`config.mk`:
```
export PLATFORM = sky130hd
export DESIGN_NAME = uart_tx_scheduler
export DESIGN_NICKNAME = d
export VERILOG_FILES = /design/src/rtl/uart_pkg.sv /design/src/rtl/uart_byte_fifo.sv /design/src/rtl/uart_tx_scheduler.sv
export SDC_FILE = /design/constraint.sdc
export NUM_CORES = 1
export LEC_CHECK = 0
export CORE_AREA = 3 3 114 144
export DETAILED_ROUTE_END_ITERATION = 6
export DIE_AREA = 0 0 117 147
export MAX_ROUTING_LAYER = met4
export PLACE_DENSITY = 0.71
export SLEW_MARGIN = 20
export SYNTH_ARGS = -nofsm -noshare
export SYNTH_HDL_FRONTEND = slang
export SYNTH_SLANG_ARGS = --single-unit
export TNS_END_PERCENT = 5
```
`constraint.sdc`:
```
create_clock -name clk -period 3.41 [get_ports clk]
set_input_delay 0.341 -clock clk [delete_from_list [all_inputs] [get_ports clk]]
set_output_delay 0.341 -clock clk [all_outputs]
set_load 0.01 [all_outputs]
```
`src/rtl/uart_pkg.sv`:
```
// -----------------------------------------------------------------------------
// uart_pkg
// Shared types and constants for the UART transmit scheduler.
//   byte_t               : one UART payload byte
//   state_e              : transmit FSM states (IDLE, XFER, RECOVER)
//   UART_DEFAULT_DIVISOR : baud divisor loaded at reset
// -----------------------------------------------------------------------------
package uart_pkg;

    typedef logic [7:0] byte_t;

    typedef enum logic [1:0] {
        IDLE    = 2'd0,
        XFER    = 2'd1,
        RECOVER = 2'd2
    } state_e;

    localparam logic [31:0] UART_DEFAULT_DIVISOR = 32'd5208;

endpackage : uart_pkg

```
`src/rtl/uart_byte_fifo.sv`:
```
// -----------------------------------------------------------------------------
// uart_byte_fifo
// Synchronous byte FIFO, registered storage, no write-to-read bypass.
// A push while full or a pop while empty is ignored. A push and a pop in the
// same cycle leave the occupancy unchanged.
//
// Ports:
//   clk, reset       : clock, asynchronous active-low reset
//   push, push_data  : enqueue request and byte
//   pop              : dequeue request (head advances at the clock edge)
//   pop_data         : current head byte (valid while !empty)
//   full, empty      : occupancy flags
//   count            : occupancy, 0..DEPTH
// -----------------------------------------------------------------------------
module uart_byte_fifo
    import uart_pkg::*;
#(
    parameter int DEPTH = 8
) (
    input  logic                     clk,
    input  logic                     reset,
    input  logic                     push,
    input  byte_t                    push_data,
    input  logic                     pop,
    output byte_t                    pop_data,
    output logic                     full,
    output logic                     empty,
    output logic [$clog2(DEPTH):0]   count
);

    localparam int AW = $clog2(DEPTH);
    localparam int CW = AW + 1;

    byte_t            mem_q [DEPTH];
    logic [AW-1:0]    wr_ptr_q, wr_ptr_d;
    logic [AW-1:0]    rd_ptr_q, rd_ptr_d;
    logic [CW-1:0]    count_q,  count_d;
    logic             do_push;
    logic             do_pop;

    assign full     = (count_q == CW'(DEPTH));
    assign empty    = (count_q == '0);
    assign count    = count_q;
    assign pop_data = mem_q[rd_ptr_q];

    assign do_push = push & ~full;
    assign do_pop  = pop  & ~empty;

    // NOTE: every signal assigned in an always_comb gets a default first, so no
    // path leaves it unassigned and no latch is inferred.
    always_comb begin
        wr_ptr_d = wr_ptr_q;
        rd_ptr_d = rd_ptr_q;
        count_d  = count_q;
        // DEPTH is a power of two, so the pointers wrap on their own.
        if (do_push) wr_ptr_d = wr_ptr_q + 1'b1;
        if (do_pop)  rd_ptr_d = rd_ptr_q + 1'b1;
        case ({do_push, do_pop})
            2'b10:   count_d = count_q + 1'b1;
            2'b01:   count_d = count_q - 1'b1;
            default: count_d = count_q;
        endcase
    end

    // NOTE: sequential state is written with non-blocking assignments only, so
    // every flop samples pre-edge values regardless of block ordering.
    always_ff @(posedge clk or negedge reset) begin
        if (!reset) begin
            wr_ptr_q <= '0;
            rd_ptr_q <= '0;
            count_q  <= '0;
        end else begin
            wr_ptr_q <= wr_ptr_d;
            rd_ptr_q <= rd_ptr_d;
            count_q  <= count_d;
        end
    end

    // NOTE: the storage array is not reset; the pointers and count define which
    // entries are meaningful, and leaving it unreset lets it map onto RAM.
    always_ff @(posedge clk) begin
        if (do_push) mem_q[wr_ptr_q] <= push_data;
    end

endmodule : uart_byte_fifo

```
`src/rtl/uart_tx_scheduler.sv`:
```
// -----------------------------------------------------------------------------
// uart_tx_scheduler
// Shares one UART transmitter between two byte requesters (A: core store port,
// B: debug port) with round-robin arbitration, buffers accepted bytes in a
// FIFO, and runs the UART load/start handshake one byte at a time. Also owns
// the UART baud divisor register, writable only while the path is quiescent.
//
// Ports:
//   clk, reset                    : system clock, asynchronous active-low reset
//   a_valid/a_data/a_ready        : requester A byte handshake
//   b_valid/b_data/b_ready        : requester B byte handshake
//   cfg_we/cfg_divisor/cfg_ack    : divisor write request, ack pulse when applied
//   uart_in                       : byte presented to the UART
//   uart_load, uart_tx_start      : UART strobes, high for the whole transfer
//   uart_data_transmitted         : UART done flag (asynchronous to clk)
//   uart_baud_divisor             : divisor driven to the UART
//   busy                          : FIFO non-empty or FSM not idle
//   timeout_err                   : sticky, set when a transfer is abandoned
//   tx_count                      : bytes completed, wrapping 16-bit counter
//   fifo_count                    : current FIFO occupancy
// -----------------------------------------------------------------------------
module uart_tx_scheduler
    import uart_pkg::*;
#(
    parameter int          FIFO_DEPTH      = 8,
    parameter int          TIMEOUT_CYCLES  = 2000000,
    parameter logic [31:0] DEFAULT_DIVISOR = UART_DEFAULT_DIVISOR
) (
    input  logic                          clk,
    input  logic                          reset,
    input  logic                          a_valid,
    input  logic [7:0]                    a_data,
    output logic                          a_ready,
    input  logic                          b_valid,
    input  logic [7:0]                    b_data,
    output logic                          b_ready,
    input  logic                          cfg_we,
    input  logic [31:0]                   cfg_divisor,
    output logic                          cfg_ack,
    output logic [7:0]                    uart_in,
    output logic                          uart_load,
    output logic                          uart_tx_start,
    input  logic                          uart_data_transmitted,
    output logic [31:0]                   uart_baud_divisor,
    output logic                          busy,
    output logic                          timeout_err,
    output logic [15:0]                   tx_count,
    output logic [$clog2(FIFO_DEPTH):0]   fifo_count
);

    // Wide enough to hold TIMEOUT_CYCLES, so the increment on the final
    // transfer cycle cannot wrap.
    localparam int            TW       = $clog2(TIMEOUT_CYCLES + 1);
    localparam logic [TW-1:0] TMO_LAST = TW'(TIMEOUT_CYCLES - 1);

    // ------------------------------------------------------------------
    // State
    // ------------------------------------------------------------------
    state_e         state_q,       state_d;
    byte_t          byte_q,        byte_d;
    logic [TW-1:0]  tmo_q,         tmo_d;
    logic [15:0]    tx_count_q,    tx_count_d;
    logic           timeout_err_q, timeout_err_d;
    logic [31:0]    divisor_q,     divisor_d;
    logic           cfg_ack_q,     cfg_ack_d;
    logic           prio_q,        prio_d;    // 0: A holds priority, 1: B
    logic [2:0]     sync_q,        sync_d;    // [0],[1] synchronizer, [2] edge history

    // ------------------------------------------------------------------
    // FIFO
    // ------------------------------------------------------------------
    logic   fifo_push;
    logic   fifo_pop;
    logic   fifo_full;
    logic   fifo_empty;
    byte_t  push_byte;
    byte_t  fifo_head;

    uart_byte_fifo #(
        .DEPTH (FIFO_DEPTH)
    ) u_fifo (
        .clk       (clk),
        .reset     (reset),
        .push      (fifo_push),
        .push_data (push_byte),
        .pop       (fifo_pop),
        .pop_data  (fifo_head),
        .full      (fifo_full),
        .empty     (fifo_empty),
        .count     (fifo_count)
    );

    // ------------------------------------------------------------------
    // Done-flag synchronizer: two flops into clk, a third for rise detect.
    // ------------------------------------------------------------------
    logic sync2;
    logic done_rise;

    assign sync_d    = {sync_q[1:0], uart_data_transmitted};
    assign sync2     = sync_q[1];
    assign done_rise = sync_q[1] & ~sync_q[2];

    // ------------------------------------------------------------------
    // Round-robin arbiter. Priority only flips when both requesters
    // contend and one of them is granted; an uncontended grant keeps it.
    // ------------------------------------------------------------------
    logic grant_a;
    logic grant_b;

    always_comb begin
        grant_a = 1'b0;
        grant_b = 1'b0;
        if (!fifo_full) begin
            if (a_valid && b_valid) begin
                grant_a = ~prio_q;
                grant_b =  prio_q;
            end else begin
                grant_a = a_valid;
                grant_b = b_valid;
            end
        end
    end

    assign a_ready   = grant_a;
    assign b_ready   = grant_b;
    assign fifo_push = grant_a | grant_b;
    assign push_byte = grant_a ? a_data : b_data;
    assign prio_d    = (a_valid && b_valid && fifo_push) ? ~prio_q : prio_q;

    // ------------------------------------------------------------------
    // Transmit FSM
    // ------------------------------------------------------------------
    always_comb begin
        state_d       = state_q;
        byte_d        = byte_q;
        tmo_d         = tmo_q;
        tx_count_d    = tx_count_q;
        timeout_err_d = timeout_err_q;
        fifo_pop      = 1'b0;
        case (state_q)
            IDLE: begin
                if (!fifo_empty) begin
                    fifo_pop = 1'b1;
                    byte_d   = fifo_head;
                    tmo_d    = '0;
                    state_d  = XFER;
                end
            end
            XFER: begin
                tmo_d = tmo_q + 1'b1;
                // A completion seen on the final cycle still counts as sent.
                if (done_rise) begin
                    tx_count_d = tx_count_q + 16'd1;
                    state_d    = RECOVER;
                end else if (tmo_q == TMO_LAST) begin
                    timeout_err_d = 1'b1;
                    state_d       = RECOVER;
                end
            end
            RECOVER: begin
                // Wait for the UART to drop its done flag so the next byte
                // cannot see a stale level as a fresh completion.
                if (!sync2) state_d = IDLE;
            end
            default: state_d = IDLE;
        endcase
    end

    // ------------------------------------------------------------------
    // Divisor register: written only when nothing can be in flight or be
    // about to enter the FIFO in this cycle.
    // ------------------------------------------------------------------
    logic cfg_apply;

    assign cfg_apply = cfg_we && (state_q == IDLE) && fifo_empty && !grant_a && !grant_b;
    assign divisor_d = cfg_apply ? cfg_divisor : divisor_q;
    assign cfg_ack_d = cfg_apply;

    // ------------------------------------------------------------------
    // Registers
    // ------------------------------------------------------------------
    always_ff @(posedge clk or negedge reset) begin
        if (!reset) begin
            state_q       <= IDLE;
            byte_q        <= '0;
            tmo_q         <= '0;
            tx_count_q    <= '0;
            timeout_err_q <= 1'b0;
            divisor_q     <= DEFAULT_DIVISOR;
            cfg_ack_q     <= 1'b0;
            prio_q        <= 1'b0;
            sync_q        <= '0;
        end else begin
            state_q       <= state_d;
            byte_q        <= byte_d;
            tmo_q         <= tmo_d;
            tx_count_q    <= tx_count_d;
            timeout_err_q <= timeout_err_d;
            divisor_q     <= divisor_d;
            cfg_ack_q     <= cfg_ack_d;
            prio_q        <= prio_d;
            sync_q        <= sync_d;
        end
    end

    // ------------------------------------------------------------------
    // Outputs
    // ------------------------------------------------------------------
    assign uart_in           = byte_q;
    assign uart_load         = (state_q == XFER);
    assign uart_tx_start     = (state_q == XFER);
    assign uart_baud_divisor = divisor_q;
    assign cfg_ack           = cfg_ack_q;
    assign busy              = !fifo_empty || (state_q != IDLE);
    assign timeout_err       = timeout_err_q;
    assign tx_count          = tx_count_q;

endmodule : uart_tx_scheduler

```
[Word-level counts from Yosys, hierarchy flattened]
Memories as Yosys holds them, arrays and structs flattened. A register that Yosys moved wholly into a read port is not among the register bits.
Cells that the tools add are included.
Word-level totals
  memories: 1
  bits of input ports: 54
  flip-flop bits (word level): 87
  bits in writable memories: 64
  logic and storage cells: 74
Memories
  u_fifo.mem_q: depth 8, bits a word 8, read ports 1, clocked after memory_dff 1, wr ports 1, line uart_byte_fifo.sv:34  | byte_t mem_q [DEPTH];
Cells by class
  reductions and logical operators: 21
  eq/ne operators: 9
  add/subtract/negate cells: 6
  muxes and demuxes: 17
  bitwise logic cells: 9
Operators with widths (number)
  21-bit case mux with 2 select lines: 1
  21-bit by 1-bit adder with 21-bit output (second input constant): 1
  21-bit equality test (second input constant): 1
  21-bit 2-to-1 mux: 1
  16-bit by 1-bit adder with 16-bit output (second input constant): 1
  1-bit 2-to-1 mux: 8
  2-bit 2-to-1 mux: 4
  8-bit 2-to-1 mux: 1
  4-bit case mux with 2 select lines: 1
  3-bit by 1-bit adder with 3-bit output (second input constant): 2
  1-bit logical AND: 6
  2-bit case mux with 3 select lines: 1
  2-bit AND reduction: 3
  3-bit AND reduction: 2
  2-bit nonzero test: 3
  1-bit NOT: 5
  4-bit by 1-bit adder with 4-bit output (second input constant): 1
  2-bit by 1-bit equality test with 1-bit output (second input constant): 2
  2-bit equality test (second input constant): 2
  4-bit equality test (second input constant): 1
  1-bit zero test: 4
  4-bit zero test: 1
  2-bit != test (second input constant): 2
  4-bit by 1-bit subtractor with 4-bit output (second input constant): 1
  other kinds (5): 7

[Longest topological paths before layout]
  depth after elaboration: 7
  gate-level depth with buffers: 10
  gate-level depth less buffers: 10

[By module]
A second synthesis with hierarchy kept.
Unflattened totals
  cell total of the unflattened synthesis: 476
  area, all modules: 6879.1 um^2
By module, submodules not included
  uart_tx_scheduler: area each 3754.9 um^2, cells each 316, instances 1
  uart_byte_fifo: area each 3124.2 um^2, cells each 160, instances 1

[Worst setup path before layout]
Ideal clock, no wire load.
  kind: register to register
  start: register u_fifo.count_q[0] (netlist: u_fifo.count[0])
  end: register u_fifo.count_q[2] (netlist: u_fifo.count[2])
  buffers on the path: 0
  arrival time: 2.394 ns
  setup time: 0.131 ns
  data required time: 3.279 ns
  cell stages (with the launch flop): 11
  path slack: 0.885 ns
  cells stage by stage: dfrtp_1 or4_1 nand2_1 inv_1 ha_1 xor2_1 ha_1 a21oi_1 xor2_1 nor2_1 xor2_1
On the way
  longest elaborated chain between the ends: 6
RTL lines
  start: declaration: line uart_byte_fifo.sv:37  | logic [CW-1:0] count_q, count_d;
  start signal: assignment: line uart_byte_fifo.sv:75  | count_q <= count_d;
  4-bit zero test *: line uart_byte_fifo.sv:42  | assign empty = (count_q == '0);
  1-bit 2-to-1 mux *: line uart_tx_scheduler.sv:142  | if (!fifo_empty) begin
  1-bit 2-to-1 mux *: line uart_tx_scheduler.sv:140  | case (state_q)
  via fifo_pop: line uart_tx_scheduler.sv:73  | logic fifo_pop;
  1-bit AND *: line uart_byte_fifo.sv:47  | assign do_pop = pop & ~empty;
  2-bit by 1-bit equality test with 1-bit output or 2-bit equality test (tied branches): line uart_byte_fifo.sv:58  | case ({do_push, do_pop})
  4-bit case mux with 2 select lines or 2-bit nonzero test (tied branches)
Mark *: on every way through the listed nets, which the timed path passes. The rest lies on a longest branch.
A chain may end at the register's enable or synchronous reset.

[Final worst setup path]
  start: register u_fifo.count_q[0] (netlist: u_fifo.count[0])
  end: output port a_ready
On the way
  longest elaborated chain between the ends: 2
RTL lines
  4-bit equality test: line uart_byte_fifo.sv:41  | assign full = (count_q == CW'(DEPTH));
  1-bit 2-to-1 mux: line uart_tx_scheduler.sv:113  | if (!fifo_full) begin
  end: declaration: line uart_tx_scheduler.sv:33  | output logic a_ready,
Every way passes these cells.

==> flow_summary_export.csv <==
group,metric,value,unit
detailed_routing,drt-pass1-iter-count,4,
synthesis,yosysMostFrequentCell,"dfrtp_1",
grt,grt_pass1_vias,4399,
setup_path,cp-start-kind,"flip-flop",
detailed_routing,routedWlPerCell,17.64,um
timing,hold_viol,0,
timing,max_slew_margin,0.3536,
grt,grt_use_total,0.1741,
placement,dp_slack,0.8069,ns
detailed_routing,drt-total-wl,13.92,mm
clock_network,cts_resized,0,
clock_network,tritoncts,"yes",
setup_path,critPathMaxStageDelay,0.60,ns
setup_path,critPathTopFamily,"simple AND/OR/NAND/NOR gates",
floorplanning,start_util,0.4527,
synthesis,synth_cell_type_count,52,
timing,finalClockSkew,0.009959,ns
synthesis,avgSynthCellArea,14.74,um^2
flow_run,maxCapViolations,0,
placement,dp_hpwl,9.495,mm
synthesis,synth_top_area_frac,0.3314,
setup_path,worstPathMaxFanout,9,
layout,layout-drive-gt1-share,0.1829,
synthesis,synthCells,461,
timing,finalWorstSetupSlack,0.5948,ns
setup_path,timing.rr.end,"u_fifo.count[2]$_DFFE_PN0P_",
synthesis,ys_warn_count,0,
detailed_routing,initialDrtViolationCount,282,
setup_path,r2r-start,"u_fifo.count[0]$_DFFE_PN0P_",
synthesis,ys_seq_area_frac,0.6335,
timing,finalCritPeriodShare,0.8256,
synthesis,synth_edf_count,64,
setup_path,end_kind,"output port",
synthesis,synth_area,6797,um^2
setup_path,r2r_slack,0.79,ns
floorplanning,row_count,50,
clock_network,htreeDepth,4,
floorplanning,dieArea,17200,um^2
power_and_ir_drop,p_leak,3.610,nW
grt,grt_max_degree,76,
synthesis,syn-num-nets,522,
grt,antenna_found_initial,0,
floorplanning,die_y,147,um
synthesis,synth-seq-cells,159,
setup_path,path_class,"flip-flop to output port",
timing,fmax,0.3552,GHz
layout,syn_to_final_growth,30.03,%
clock_network,post_cts_buffers,0,
floorplanning,die_w,117,um
status,status,"completed",
timing,rsz0062_at_grt,"no",
clock_network,cts_buffers,17,
detailed_routing,vias_per_cell,5.350,
layout,final_util,0.5886,
power_and_ir_drop,power.density,784.9,nW/um^2
setup_path,cp.required,3.07,ns
timing,setup_viol_count_final,0,
floorplanning,core,15010,um^2
synthesis,yosys.area.top_type,"dfrtp_1",
grt,grt_pass1_wl,22.47,mm
timing,worst_pin_slew,0.9696,ns
placement,place.gp.congestion,0.8285,
power_and_ir_drop,max-vdd-ir-drop,0.4695,mV
setup_path,slowest_stage,"or4b_4",
timing,min_period,2.815,ns
clock_network,clkTransAtPathRegs,0.06,ns
grt,grt_overflow,0,
placement,placed_area,8219,um^2
clock_network,cts_hold_buf,0,
layout,nets,655,
layout,insertedDiodeCount,0,
clock_network,clockBufferDepth,2,
synthesis,yosys-top-cells-count,"dfrtp_1, edfxtp_1, nand2_1, mux2_4, xnor2_1",
synthesis,async_reset_ff_frac,0.5975,
timing,maxSlewViolCount,0,
power_and_ir_drop,power,6.936,mW
setup_path,crit_chain,"or4b_4 -> nand3_1 -> inv_1 -> clkdlybuf4s50_1",
setup_path,reg2regPathDepth,10,
floorplanning,io-pin-count,121,
placement,port_buffers,120,
clock_network,insertion_delay,0.42,ns
timing,tns,0,ns
layout,final_area,8837,um^2
clock_network,numClockSinks,159,
clock_network,clock-root-buffer,"clkbuf_16",
hold_path,worstHoldPathType,"input pin to async pin",
synthesis,synth_flop_cell,"dfrtp_1",
detailed_routing,drc,0,
detailed_routing,final_antenna_net_count,0,
detailed_routing,vias,4221,
setup_path,cp_num_buf_inv,2,
synthesis,synthTopCellsByArea,"dfrtp_1, edfxtp_1, mux2_4",
setup_path,crit_arrival,2.47,ns
-- kinds of logic after synthesis --
logic type	Yosys count	synth area share
xor+xnor	26	0.03351
mux	70	0.1567
flops	159	0.6335
simple gates	134	0.1059
compound gates	42	0.04013
fa+ha+maj	7	0.01289
buf+inv	23	0.01749
-- per-stage QoR --
step | cells | hold WS [ns]
after floorplan | 461 | 0.04541
after global placement | 757 | 0.3341
after detailed placement | 757 | 0.3356
after CTS | 789 | 0.1129
after global routing | 789 | 0.1602
final | 789 | 0.08042
-- final cells by class --
type | count | area, um^2
multi-input combinational | 279 | 2387
clock buffer | 18 | 429.2
clock inverter | 14 | 188.9
tap | 182 | 227.7
inverter | 8 | 32.53
sequential | 159 | 4305
timing repair buffer | 129 | 1266
fill | 1180 | 6177
-- cell usage in the layout, fill, tap and decap left out, drive strengths merged, types with 7 or more instances in the layout --
master | netlist | layout
inv | 7 | 9
mux2i | 13 | 13
nand3 | 18 | 18
nor2 | 14 | 14
dfrtp | 90 | 90
clkbuf | 7 | 18
mux4 | 16 | 16
mux2 | 41 | 41
ha | 7 | 7
edfxtp | 64 | 64
nand2 | 49 | 49
clkdlybuf4s50 | 0 | 119
nand4 | 10 | 10
nor3 | 8 | 8
o21ai | 18 | 18
xnor2 | 20 | 20
buf | 8 | 10
-- flip-flops by register name, indices dropped and copies added (netlist names) --
name	cells
tmo_q	21
u_fifo.count	4
uart_baud_divisor	32
tx_count	16
prio_q	1
uart_in	8
state_q	2
timeout_err	1
sync_q	3
u_fifo.mem_q	64
u_fifo.wr_ptr_q	3
u_fifo.rd_ptr_q	3
cfg_ack	1
-- report_power, final --
group / internal (mW) / switching, mW / total (mW)
logic: 1.13 / 0.940 / 2.07
clock network: 1.22 / 0.754 / 1.98
registers: 2.51 / 0.374 / 2.89
-- worst max-delay path by stage --
stage / from / to / slack, ns / cells after the start
2_1_floorplan: u_fifo.count[0]$_DFFE_PN0P_ / u_fifo.count[2]$_DFFE_PN0P_ / 0.89 / 10
3_3_place_gp: u_fifo.count[1]$_DFFE_PN0P_ / u_fifo.count[2]$_DFFE_PN0P_ / 0.89 / 10
3_5_place_dp: u_fifo.count[0]$_DFFE_PN0P_ / u_fifo.count[2]$_DFFE_PN0P_ / 0.81 / 10
4_1_cts: u_fifo.count[0]$_DFFE_PN0P_ / a_ready / 0.54 / 4
5_1_grt: u_fifo.count[0]$_DFFE_PN0P_ / a_ready / 0.49 / 4
6_report: u_fifo.count[0]$_DFFE_PN0P_ / a_ready / 0.59 / 4
-- per-layer routing --
metal / GRT usage / share of wire
met2: 0.2839 / 0.51
met3: 0.03791 / 0.046
met1: 0.2112 / 0.42
met5: - / 0
met4: 0.06483 / 0.019
(Power assumes the default switching activity.)
